**src/rtl/cpu_step_controller_pkg.sv**
```systemverilog
// rtl/cpu_step_controller_pkg.sv - shared types and defaults for the CPU step controller
package cpu_ctrl_pkg;

   typedef enum logic [1:0] {
      IDLE      = 2'd0,
      RUN       = 2'd1,
      STEP_WAIT = 2'd2,
      HALTED    = 2'd3
   } step_state_t;

   localparam int COUNT_W_DEFAULT = 16;

endpackage

```
**src/rtl/cpu_step_controller_if.sv**
```systemverilog
// rtl/cpu_step_controller_if.sv - control/status bundle of the CPU step controller
// Optional BreakCount member exists only when STEP_BREAK_EN is defined.
interface cpu_step_controller_if
   import cpu_ctrl_pkg::*;
#(
   parameter int COUNT_W = COUNT_W_DEFAULT
);
   logic               Enable;
   logic               RunBtn;
   logic               StepBtn;
   logic               Halt;
   logic               ClearHalt;
   logic               CpuStep;
   logic               Running;
   logic               Halted;
   logic [COUNT_W-1:0] StepCount;
`ifdef STEP_BREAK_EN
   logic [COUNT_W-1:0] BreakCount;
`endif

   modport master (
`ifdef STEP_BREAK_EN
      output BreakCount,
`endif
      output Enable, RunBtn, StepBtn, Halt, ClearHalt,
      input  CpuStep, Running, Halted, StepCount
   );

   modport slave (
`ifdef STEP_BREAK_EN
      input  BreakCount,
`endif
      input  Enable, RunBtn, StepBtn, Halt, ClearHalt,
      output CpuStep, Running, Halted, StepCount
   );

endinterface

```
**src/rtl/cpu_step_controller_button_edge.sv**
```systemverilog
// rtl/cpu_step_controller_button_edge.sv - registered rising-edge detector for a raw button level
module button_edge (
   input  logic ClockIn,
   input  logic Resetn,
   input  logic Level,
   output logic Pulse
);

   logic level_q;
   logic prev_q;

   // Level is registered before edge detection so the FSM never sees the raw pin directly.
   always_ff @(posedge ClockIn) begin
      if (!Resetn) begin
         level_q <= 1'b0;
         prev_q  <= 1'b0;
      end else begin
         level_q <= Level;
         prev_q  <= level_q;
      end
   end

   assign Pulse = level_q & ~prev_q;

endmodule

```
**src/rtl/cpu_step_controller.sv**
```systemverilog
// rtl/cpu_step_controller.sv - turns rate-divider ticks into CPU step strobes with run/step/halt control
// Optional auto-pause on BreakCount is built when STEP_BREAK_EN is defined.
module cpu_step_controller
   import cpu_ctrl_pkg::*;
#(
   parameter int COUNT_W = COUNT_W_DEFAULT
) (
   input  logic                   ClockIn,
   input  logic                   Resetn,
   cpu_step_controller_if.slave   bus
);

   localparam logic [COUNT_W-1:0] COUNT_MAX = '1;

   step_state_t        state;
   step_state_t        state_next;
   logic               step_next;
   logic               step_q;
   logic               running_q;
   logic               halted_q;
   logic [COUNT_W-1:0] count_q;
   logic [COUNT_W-1:0] count_inc;
   logic               break_hit;
   logic               run_edge;
   logic               step_edge;

   button_edge u_run_edge (
      .ClockIn (ClockIn),
      .Resetn  (Resetn),
      .Level   (bus.RunBtn),
      .Pulse   (run_edge)
   );

   button_edge u_step_edge (
      .ClockIn (ClockIn),
      .Resetn  (Resetn),
      .Level   (bus.StepBtn),
      .Pulse   (step_edge)
   );

   assign count_inc = (count_q == COUNT_MAX) ? count_q : count_q + COUNT_W'(1);

`ifdef STEP_BREAK_EN
   // Compared against the post-increment value so the breaking step itself still goes out.
   assign break_hit = (bus.BreakCount != '0) && (count_inc == bus.BreakCount);
`else
   assign break_hit = 1'b0;
`endif

   always_comb begin
      state_next = state;
      step_next  = 1'b0;
      if (bus.Halt) begin
         state_next = HALTED;
      end else begin
         case (state)
            IDLE: begin
               if (run_edge)       state_next = RUN;
               else if (step_edge) state_next = STEP_WAIT;
            end
            RUN: begin
               step_next = bus.Enable;
               if (run_edge || (bus.Enable && break_hit)) state_next = IDLE;
            end
            STEP_WAIT: begin
               step_next = bus.Enable;
               if (run_edge)        state_next = RUN;
               else if (bus.Enable) state_next = IDLE;
            end
            HALTED: begin
               if (bus.ClearHalt) state_next = IDLE;
            end
            default: state_next = IDLE;
         endcase
      end
   end

   always_ff @(posedge ClockIn) begin
      if (!Resetn) begin
         state     <= IDLE;
         step_q    <= 1'b0;
         running_q <= 1'b0;
         halted_q  <= 1'b0;
         count_q   <= '0;
      end else begin
         state     <= state_next;
         step_q    <= step_next;
         running_q <= (state_next == RUN);
         halted_q  <= (state_next == HALTED);
         if (step_next) count_q <= count_inc;
      end
   end

   assign bus.CpuStep   = step_q;
   assign bus.Running   = running_q;
   assign bus.Halted    = halted_q;
   assign bus.StepCount = count_q;

endmodule
```
**src/flat_wrapper.sv**
```systemverilog
// flat-port wrapper written by rule: the top's interface ports become plain ports
module cpu_step_controller_flat import cpu_ctrl_pkg::*;
#(
   parameter int COUNT_W = COUNT_W_DEFAULT
)
  (ClockIn, Resetn, bus_Enable, bus_RunBtn, bus_StepBtn, bus_Halt, bus_ClearHalt, bus_CpuStep, bus_Running, bus_Halted, bus_StepCount);
  cpu_step_controller_if #(.COUNT_W(COUNT_W)) bus_i ();
  input  logic ClockIn;
  input  logic Resetn;
  input wire logic [$bits(bus_i.Enable)-1:0] bus_Enable;
  input wire logic [$bits(bus_i.RunBtn)-1:0] bus_RunBtn;
  input wire logic [$bits(bus_i.StepBtn)-1:0] bus_StepBtn;
  input wire logic [$bits(bus_i.Halt)-1:0] bus_Halt;
  input wire logic [$bits(bus_i.ClearHalt)-1:0] bus_ClearHalt;
  output wire logic [$bits(bus_i.CpuStep)-1:0] bus_CpuStep;
  output wire logic [$bits(bus_i.Running)-1:0] bus_Running;
  output wire logic [$bits(bus_i.Halted)-1:0] bus_Halted;
  output wire logic [$bits(bus_i.StepCount)-1:0] bus_StepCount;
  assign bus_i.Enable = bus_Enable;
  assign bus_i.RunBtn = bus_RunBtn;
  assign bus_i.StepBtn = bus_StepBtn;
  assign bus_i.Halt = bus_Halt;
  assign bus_i.ClearHalt = bus_ClearHalt;
  assign bus_CpuStep = bus_i.CpuStep;
  assign bus_Running = bus_i.Running;
  assign bus_Halted = bus_i.Halted;
  assign bus_StepCount = bus_i.StepCount;
  cpu_step_controller #(.COUNT_W(COUNT_W)) u_core (.ClockIn(ClockIn), .Resetn(Resetn), .bus(bus_i));
endmodule
```
**config.mk**
```make
export PLATFORM = sky130hd
export DESIGN_NAME = cpu_step_controller_flat
export DESIGN_NICKNAME = d
export VERILOG_FILES = /design/src/rtl/cpu_step_controller_pkg.sv /design/src/rtl/cpu_step_controller_if.sv /design/src/rtl/cpu_step_controller_button_edge.sv /design/src/rtl/cpu_step_controller.sv /design/src/flat_wrapper.sv
export SDC_FILE = /design/constraint.sdc
export NUM_CORES = 1
export LEC_CHECK = 0
export CORE_ASPECT_RATIO = 0.7
export CORE_MARGIN = 10
export CORE_UTILIZATION = 35
export DETAILED_ROUTE_END_ITERATION = 10
export GPL_TIMING_DRIVEN = 0
export PLACE_DENSITY_LB_ADDON = 0.1
export RECOVER_POWER = 100
export SYNTH_ARGS = -nofsm -noshare
export SYNTH_HDL_FRONTEND = slang
export SYNTH_SLANG_ARGS = --single-unit
export TNS_END_PERCENT = 100
```
**constraint.sdc**
```tcl
create_clock -name ClockIn -period 5.61 [get_ports ClockIn]
set_clock_uncertainty 0.1 [all_clocks]
set_input_delay 0.561 -clock ClockIn [delete_from_list [all_inputs] [get_ports ClockIn]]
set_output_delay 0.561 -clock ClockIn [all_outputs]
set_load 0.05 [all_outputs]
```
### Word level (Yosys, flattened, before mapping)

Cells that the tools add are included.

| word-level totals | value |
|---|---|
| register bits | 25 |
| output and inout bits | 19 |
| logic and storage cells | 34 |
| input port bits | 7 |

| operators by class | value |
|---|---|
| bitwise operators | 5 |
| multiplexer cells | 10 |
| add/sub/neg operators | 1 |
| eq/ne operators | 6 |
| reduce and logical (&&, ||, !) cells | 3 |

Operator list:

| cell | count |
|---|---|
| $add A16 B1 Y16 const B | 1 |
| $eq A16 B16 Y1 const B | 1 |
| $mux W2 | 7 |
| $pmux W2 S4 | 1 |
| $eq A2 B2 Y1 const B | 3 |
| $eq A2 B1 Y1 const B | 2 |
| $not A1 Y1 | 3 |
| $and A1 B1 Y1 | 2 |
| $logic_not A2 Y1 | 1 |
| $mux W1 | 2 |
| $reduce_and A2 Y1 | 1 |
| $reduce_or A2 Y1 | 1 |

### Logic depth before layout (Yosys ltp)

Gate-level depths: netlist of run 1.

| logic depth | value |
|---|---|
| depth in word-level cells | 7 |
| depth in mapped cells | 7 |
| mapped depth without buffers | 7 |

### Cells and area by module

From an unflattened synthesis of run 1, not the netlist that was laid out.

| unflattened totals | value |
|---|---|
| cells, all modules | 141 |
| area total of the unflattened synthesis | 1272.5 sq um |

By module, submodules not included:

| module | area each (sq um) | times used | cells each | seq. area each (sq um) |
|---|---|---|---|---|
| cpu_step_controller | 1139.8 | 1 | 131 | 420.4 |
| button_edge | 66.3 | 2 | 5 | 40.0 |

### Worst setup path before layout of run 1

No wires, ideal clock.

| path | value |
|---|---|
| path kind | register -> register |
| start point | register u_core.count_q[0], in the netlist u_core.bus.StepCount[0] |
| end point | register u_core.count_q[7], in the netlist u_core.bus.StepCount[7] |
| library setup time | 0.070 ns |
| arrival | 1.906 ns |
| clock period less this slack | 2.076 ns |
| stages on the path, launching flop included | 6 |
| path slack | 3.534 ns |
| required time | 5.440 ns |
| path buffers | 0 |
| cells stage by stage | dfxtp_1 -> ha_1 -> and3_2 -> a21o_1 -> or4_1 -> a21oi_1 |

| on the way | value |
|---|---|
| cells in the longest elaborated chain, start to end | 3 |
| elaborated cells on any way between the ends | 4 |
| those cells by class | add/sub (1); eq/ne (1); bitwise (1); reduce/logical (1) |

Ends and longest elaborated chain:

| what | line | text |
|---|---|---|
| start: declaration | cpu_step_controller.sv:21 | `logic [COUNT_W-1:0] count_q;` |
| start signal: assignment | cpu_step_controller.sv:90 | `if (step_next) count_q <= count_inc;` |
| branches (longest 3 deep; another with $add A16 B1 Y16) | n/a |  |

Parallel ways; which one is timed is not known.
A chain may end at the register's enable or synchronous reset.

### Final worst setup path of run 1

| path | value |
|---|---|
| start point | input bus_Halt |
| end point | register u_core.count_q[14], in the netlist u_core.bus.StepCount[14] |

| on the way | value |
|---|---|
| cells in the longest elaborated chain, start to end | 2 |

Ends and longest elaborated chain:

| what | line | text |
|---|---|---|
| start: declaration | flat_wrapper.sv:13 | `input wire logic [$bits(bus_i.Halt)-1:0] bus_Halt;` |
| $mux W1 | cpu_step_controller.sv:53 | `if (bus.Halt) begin` |
| $reduce_and A2 Y1 (no source line) | n/a |  |

No other way between the ends.

==> results of run 1 <==
==> synthesized netlist by cell type, types with 2 or more instances <==
| cell type | n |
|---|---|
| nor4_1 | 5 |
| ha_1 | 5 |
| mux2i_1 | 2 |
| nor2b_1 | 2 |
| nand4_1 | 3 |
| a21o_1 | 2 |
| xnor2_1 | 4 |
| and3_4 | 2 |
| inv_1 | 7 |
| and3_2 | 2 |
| nor2_1 | 12 |
| nand2_1 | 7 |
| nand3_1 | 11 |
| dfxtp_1 | 25 |
| xor2_1 | 3 |
| nor3_1 | 4 |
| a21oi_1 | 8 |
| o21ai_0 | 7 |
| and2_1 | 4 |
| nand2b_1 | 4 |
==> stage by stage <==
stage                     cell area, sq um  total power [mW]  utilization
final                                 1536            0.3296       0.4784
after CTS                             1541            0.3342       0.4799
after global placement                1495            0.2278       0.4655
after global routing                  1536            0.3451       0.4784
after detailed placement              1495            0.2289       0.4655
after floorplan                       1196            0.2151            -
==> state kept, by name, indices dropped and copies added (netlist names) <==
| signal | cells |
|---|---|
| u_core.state | 2 |
| u_core.bus.StepCount | 16 |
| u_core.u_run_edge.level_q | 1 |
| u_core.u_step_edge.prev_q | 1 |
| u_core.u_run_edge.prev_q | 1 |
| u_core.u_step_edge.level_q | 1 |
| u_core.bus.Halted | 1 |
| u_core.bus.CpuStep | 1 |
| u_core.bus.Running | 1 |
==> final cells by class <==
| class | instances | area [sq um] |
|---|---|---|
| Fill cell | 316 | 1675 |
| Multi-Input combinational cell | 101 | 645.6 |
| Sequential cell | 25 | 500.5 |
| Timing Repair Buffer | 24 | 240.2 |
| Tap cell | 47 | 58.81 |
| Clock buffer | 3 | 41.29 |
| Inverter | 7 | 26.28 |
| Buffer | 3 | 18.77 |
| Clock inverter | 1 | 5.005 |
==> kinds of logic (layout without fill, tap and decap cells) <==
kind of cell,Yosys count,after routing
AOI/OAI and AO/OA,23,23
xor gates and xnor gates,7,7
adders and majority gates,5,5
buffers and inverters,10,38
DFF,25,25
muxes,2,2
and+or+nand+nor,64,64
==> worst min path at each step <==
stage	startpoint	endpoint	slack, ns
4_1_cts	u_core.u_step_edge.level_q	u_core.u_step_edge.prev_q	0.36
3_5_place_dp	u_core.u_step_edge.level_q	u_core.u_step_edge.prev_q	0.34
6_report	u_core.u_step_edge.level_q	u_core.u_step_edge.prev_q	0.35
5_1_grt	u_core.u_step_edge.level_q	u_core.u_step_edge.prev_q	0.37
3_3_place_gp	u_core.u_step_edge.level_q	u_core.u_step_edge.prev_q	0.33
2_1_floorplan	u_core.u_step_edge.level_q	u_core.u_step_edge.prev_q	0.32
==> where the power goes <==
part / total [mW] / internal (mW) / switching [mW]
registers: 0.185 / 0.182 / 0.00323
clock network: 0.107 / 0.0497 / 0.0571
logic: 0.0374 / 0.0142 / 0.0232
total: 0.330 / 0.246 / 0.0835
==> worst reg2reg max path: cells and delay by family, from the launching register on <==
family / cells / cell delay (ns)
multiplexers: 1 / 0.18
flip-flops: 1 / 0.40
AND/OR/NAND/NOR: 4 / 1.07
adder cells (fa/ha/maj): 1 / 0.32
buffers and inverters: 1 / 0.09
==> routing by layer <==
metal  routed length [um]  vias to the layer above  share of wire  GRT usage
li1                     -                      539              -          -
met1                 1365                      513           0.49     0.1150
met2                 1244                       22           0.44     0.1444
met3                  165                        5          0.059    0.03664
met4                   29                        0          0.010    0.02964
met5                    0                        -              0          0
==> metrics.md, run 1 <==
| Metric | Value |
|---|---|
| Total GRT Usage | 0.09205 |
| Synth Area in Adders | 0.05230 |
| Crit path to | u_core.bus.StepCount[14] |
| Residual DRC | 0 |
| Synth warn | 0 |
| Initial Utilization | 0.3724 |
| Dpl hpwl | 2184 um |
| Power density over the cells | between 200 and 250 nW/um^2 |
| Yosys cell types | 37 |
| Final WL | between 2000 and 3000 um |
| # rows | 17 |
| Sum of buffers and inverters on the critical path | 1 |
| Total inserted antenna cells | 0 |
| Hold WS | 0.3512 ns |
| Area share of the largest cell type after synthesis | 0.4184 |
| DP Worst Slack | just under 3 ns |
| Main synth FF type | dfxtp_1 |
| WP depth | 6 |
| Critical Path Max Stage Delay | 0.66 ns |
| Main combinational cell family by area after synthesis | simple AND/OR/NAND/NOR gates |
| Fin Setup TNS | 0 ns |
| Setup Buffers After CTS | 0 |
| Slew Viols, Final | 0 |
| CTS tree | done |
| Total die area | between 6000 and 7000 sq um |
| CP max FO | 6 |
| Period utilization | 0.4429 |
| Final hold vios | 0 |
| Share of layout cells above drive strength 1 | 0.06098 |
| Crit. End Element | register |
| XOR/XNOR share of the synthesized area | 0.05126 |
| Syn Area/Cell | 8.795 sq um |
| Commonest non-fill, non-tap cell in the layout | dfxtp_1 |
| R2R depth | 7 |
| DP Cell Count | 207 |
| Syn_nets | 148 |
| FFs w/ async S/R, synth | 0 |
| Top post-synthesis cells by area | dfxtp_1 (42%), ha_1 (5.2%), nand3_1 (4.6%) |
| First-pass GRT wire length | 4698 um |
| Latest clock arrival within the worst-skew pair | 0.27 ns |
| Critical path startpoint | bus_Halt |
| TritonCTS buffer count | 3 |
| Non-Filler Instances | 211 |
| Delay-heaviest family, CP | simple AND/OR/NAND/NOR gates |
| Final WS setup | ~3.1 ns |
| Reg2Reg Setup Slack | approximately 3.3 ns |
| Largest net degree at the start of global routing | 15 |
| Root Driver | clkbuf_8 |
| Hold-critical path depth | 1 |
| Most frequent cells in the layout | dfxtp_1 (25), dlygate4sd3_1 (23), nor2_1 (12) |
| Sink Count | 25 |
| Final Net Count | 177 |
| Leak Pwr | 0.6231 nW |
| Die H | 68.91 um |
| CP max stage cell | nor4_1 |
| DR iter-0 viols | 38 |
| CP Launch Type | primary input |
| DIE WIDTH | about 90 um |
| Worst-path cell chain | dlygate4sd3_1 > nand3b_1 > nor4_1 > nand3_1 > mux2i_1 > nor2_1 |
| Post-Synth Simple-Gate Area | 0.3033 |
| Cts hold-fix bufs | 0 |
| R2r startpoint | u_core.state[0] |
| Vias/cell | 5.114 |
| Avg WL per Cell | roughly 13 um |
| Gp weighted congestion | 0.6924 |
| IO Pins | 26 |
| Peak supply drop | roughly 100 uV |
| DRT Pass-1 Iters | 4 |
| Floorplan core area | 3212 sq um |
| MaxCap Viol Count | 0 |
| Max H-tree Level | 1 |
| Worst R2R End | u_core.bus.StepCount[14] |
| PortBufs | 24 |
| Worst Hold Class | reg -> reg |
| Crit path time final | 2.485 ns |
| Final setup viols | 0 |
| Clock Pin Slew Worst Setup and Hold Paths | ~0.09 ns |
| Mapped Cells | ~140 |
| Sequential-to-total area share from yosys stat | 0.4184 |
| Slew headroom | 0.4973 |
| Yosys reg bits | 25 |
| Initial antenna violation count | 0 |
| Mux cell area share after synthesis | 0.01674 |
| Bufs on Longest Clock Path | 2 |
| Yosys top cell by area | dfxtp_1 |
| Total grt overflow | 0 |
| Vias in the first global route | between 900 and 1000 |
| Post-synth EDFFs | 0 |
| Required time worst endpoint | 5.65 ns |
| Max Fclk | about 400 MHz |
| Critical path class | in -> reg |
| Routed Antenna Nets | 0 |
| Cts repair resizes | 0 |
| Area grow syn2layout | 28.45% |
| Crit path DAT | 2.53 ns |
| Vias | 1079 |
| Status | complete, no violations |
| Area of the mapped netlist | 1196 sq um |
| Compound-Gate Fraction of Synth Area | 0.1172 |
| RSZ-0062 raised after global routing | false |
| Worst slew pin tran | 0.7471 ns |
Note: power is estimated with default switching activity, not from simulation.
==> inputs of run 2 (changes only) <==
==> constraint.sdc (replaced) <==
create_clock -name ClockIn -period 2.15 [get_ports ClockIn]
set_clock_uncertainty 0.1 [all_clocks]
set_input_delay 0.215 -clock ClockIn [delete_from_list [all_inputs] [get_ports ClockIn]]
set_output_delay 0.215 -clock ClockIn [all_outputs]
set_load 0.05 [all_outputs]
==> run 2 against run 1 <==
Net effect: worst hold slack worse by 0.22 ns; setup slack worse by 3.0 ns; power rose to 2.6 times the previous value; die area unchanged; sequential power rose to 2.6 times the previous value; first-iteration DRC count up 37%; largest cell class unchanged.
==> metrics.md, run 2 (same netlist as run 1, synthesis figures left out) <==
| Metric | Value |
|---|---|
| Peak supply drop | 269.1 uV (was 101.3 uV) |
| Vias in the first global route | 985 (unchanged) |
| PortBufs | 24 (unchanged) |
| Power density over the cells | 550.7 nW/um^2 (was 214.5 nW/um^2) |
| Sw Ratio | 0.2525 (was 0.2534) |
| Root Driver | clkbuf_8 (unchanged) |
| R2R depth | 6 (was 7) |
| Fin Setup TNS | 0 ns (unchanged) |
| Worst Hold Class | in -> reg (was reg -> reg) |
| Crit path to | u_core.bus.StepCount[7] (was u_core.bus.StepCount[14]) |
| CTS tree | done (unchanged) |
| Vias | 1092 (was 1079) |
| Clock power share | 0.321 (was 0.324) |
| Max FFs per register | 16 (unchanged) |
| Total GRT Usage | 0.09205 (unchanged) |
| Worst R2R End | u_core.bus.StepCount[7] (was u_core.bus.StepCount[14]) |
| Share of layout cells above drive strength 1 | 0.09639 (was 0.06098) |
| Status | complete, no violations (unchanged) |
| Sum of buffers and inverters on the critical path | 1 (unchanged) |
| Met1 GRT Util | 0.1150 (unchanged) |
| CP max stage cell | or4_1 (was nor4_1) |
| Residual DRC | 0 (unchanged) |
| DP Cell Count | 207 (unchanged) |
| DIE WIDTH | 89.87 um (unchanged) |
| CP Launch Type | register (was primary input) |
| Crit path time final | 2.019 ns |
| DR iter-0 viols | 52 (was 38) |
| Avg WL per Cell | 13.27 um (was 13.28 um) |
| Commonest non-fill, non-tap cell in the layout | dfxtp_1 (unchanged) |
| Final WL | 2826 um (was 2803 um) |
| Hold WS | 0.1308 ns (was 0.3512 ns) |
| Required time worst endpoint | 2.26 ns (was 5.65 ns) |
| R2r startpoint | u_core.state[0] (unchanged) |
| CP max FO | 4 (was 6) |
| Gate power share | 0.120 (was 0.113) |
| Final setup viols | 0 (unchanged) |
| First-pass GRT wire length | 4698 um (unchanged) |
| Worst-path cell chain | inv_1 > ha_1 > nand3b_1 > a21o_1 > or4_1 > a21oi_1 (was dlygate4sd3_1 > nand3b_1 > nor4_1 > nand3_1 > mux2i_1 > nor2_1) |
| Routed Antenna Nets | 0 (unchanged) |
| Reg2Reg Setup Slack | 0.13 ns (was 3.33 ns) |
| Cts hold-fix bufs | 0 (unchanged) |
| Fillers | 309 (was 316) |
| Latest clock arrival within the worst-skew pair | 0.27 ns (about the same) |
| Slew headroom | 0.6591 (was 0.4973) |
| Gp weighted congestion | 0.6924 (unchanged) |
| Most frequent cells in the layout | dfxtp_1 (23), clkdlybuf4s50_1 (16), nor2_1 (12) (was dfxtp_1 (25), dlygate4sd3_1 (23), nor2_1 (12)) |
| Clock Pin Slew Worst Setup and Hold Paths | 0.09 ns (about the same) |
| Vias/cell | 5.127 (was 5.114) |
| Initial antenna violation count | 0 (unchanged) |
| Reg area | 503.0 sq um (was 500.5 sq um) |
| Leak Pwr | 0.6043 nW (was 0.6231 nW) |
| Crit. End Element | register (unchanged) |
| Final hold vios | 0 (unchanged) |
| Total die area | 6193 sq um (unchanged) |
| Post-layout util | 0.4901 (was 0.4784) |
| Largest net degree at the start of global routing | 15 (unchanged) |
| DP Worst Slack | -0.1571 ns (was 2.957 ns) |
| Floorplan core area | 3212 sq um (unchanged) |
| Max Fclk | 495.4 MHz |
| Slew Viols, Final | 0 (unchanged) |
| IO Pins | 26 (unchanged) |
| Final WS setup | 0.1313 ns (was 3.125 ns) |
| Total grt overflow | 0 (unchanged) |
| TritonCTS buffer count | 3 (unchanged) |
| WP depth | 6 (unchanged) |
| Sink Count | 25 (unchanged) |
| # rows | 17 (unchanged) |
| Final Net Count | 179 (was 177) |
| Critical Path Max Stage Delay | 0.50 ns (was 0.66 ns) |
| Dpl hpwl | 2184 um (unchanged) |
| MaxCap Viol Count | 0 (unchanged) |
| DRT Pass-1 Iters | 4 (unchanged) |
| Critical path startpoint | u_core.state[0] (was bus_Halt) |
| Die H | 68.91 um (unchanged) |
| Total inserted antenna cells | 0 (unchanged) |
| GR peak layer | met2 (unchanged) |
| Initial Utilization | 0.3724 (unchanged) |
| Bufs on Longest Clock Path | 2 (unchanged) |
| Part of the power in registers | 0.559 (was 0.562) |
| Non-Filler Instances | 213 (was 211) |
| Met2 usage | 0.1444 (unchanged) |
| Int Pwr | 0.6479 mW (was 0.2460 mW) |
| Critical path class | reg -> reg (was in -> reg) |
| Max H-tree Level | 1 (unchanged) |
| Worst slew pin tran | 0.5096 ns (was 0.7471 ns) |
| Psw | 0.2189 mW (was 0.08352 mW) |
| Area of the multi-input gates | 661.9 sq um (was 645.6 sq um) |
| Met3 usage | 0.03664 (unchanged) |
| Area grow syn2layout | 31.59% (was 28.45%) |
| Delay-heaviest family, CP | simple AND/OR/NAND/NOR gates (unchanged) |
| Period utilization | 0.9389 |
| Crit path DAT | 2.13 ns (was 2.53 ns) |
run 2: cell types whose count changed in the layout (fill, tap and decap cells not counted), sizes merged:
cell | previous run | this run
buf | 1 | 4
clkbuf | 5 | 4
clkdlybuf4s50 | 1 | 16
dlygate4sd3 | 23 | 8
run 2: layout make-up:
cell class,instances,area share
timing repair buffer,26,0.1622
clock buffer,3,0.02623
sequential,25,0.3196
clock inverter,1,0.003180
multi-input combinational,101,0.4205
inverter,7,0.01669
buffer,3,0.01431
tap,47,0.03736
run 2: repair_timing:
item,4_1_cts,5_1_grt
resized for setup,1,3
buffers inserted,0,2
endpoints found under the setup margin,2,3
run 2: worst register-to-register path, cell delays in order (launching register included):
cell and delay [ns]:
dfxtp_2 0.36, inv_1 0.07, ha_1 0.31, nand3b_1 0.20
a21o_1 0.26, or4_1 0.50, a21oi_1 0.15
run 2: how the worst min path moves through the flow:
stage / startpoint / end / cells after the start
after global routing: Resetn / u_core.u_step_edge.prev_q / 2
final: Resetn / u_core.u_run_edge.level_q / 2
after detailed placement: u_core.u_step_edge.level_q / u_core.u_step_edge.prev_q / 1
after global placement: u_core.u_step_edge.level_q / u_core.u_step_edge.prev_q / 1
after floorplan: bus_Halt / u_core.bus.Running / 1
after CTS: Resetn / u_core.u_run_edge.level_q / 2
run 2: power groups by stage:
stage	Sequential [mW]	Clock, mW	Combinational, mW
6_report	0.484	0.278	0.104
5_1_grt	0.486	0.308	0.114
4_1_cts	0.484	0.285	0.103
3_5_place_dp	0.495	0	0.102
3_3_place_gp	0.494	0	0.100
2_1_floorplan	0.513	0	0.0484
run 2: metal layers:
layer | part of all wire | wire [um] | up-vias
met5 | 0 | 0 | -
met4 | 0.010 | 29 | 0
met3 | 0.062 | 176 | 5
met2 | 0.45 | 1271 | 23
met1 | 0.48 | 1349 | 519
li1 | - | - | 545
run 2: through the flow:
step                area (sq um)  total power, mW
floorplan                   1196           0.5614
global placement            1495           0.5945
detailed placement          1495           0.5973
CTS                         1548           0.8721
global route                1574           0.9080
finish                      1574           0.8667
==> inputs of run 3 (changes only) <==
--- a/config.mk
+++ b/config.mk
@@ -5,6 +5,7 @@
 export SDC_FILE = /design/constraint.sdc
 export NUM_CORES = 1
 export LEC_CHECK = 0
+export ABC_CLOCK_PERIOD_IN_PS = 2150
 export CORE_ASPECT_RATIO = 0.7
 export CORE_MARGIN = 10
 export CORE_UTILIZATION = 35
==> results of run 3 <==
The final DEF is identical to that of run 2; final timing and power are the same.
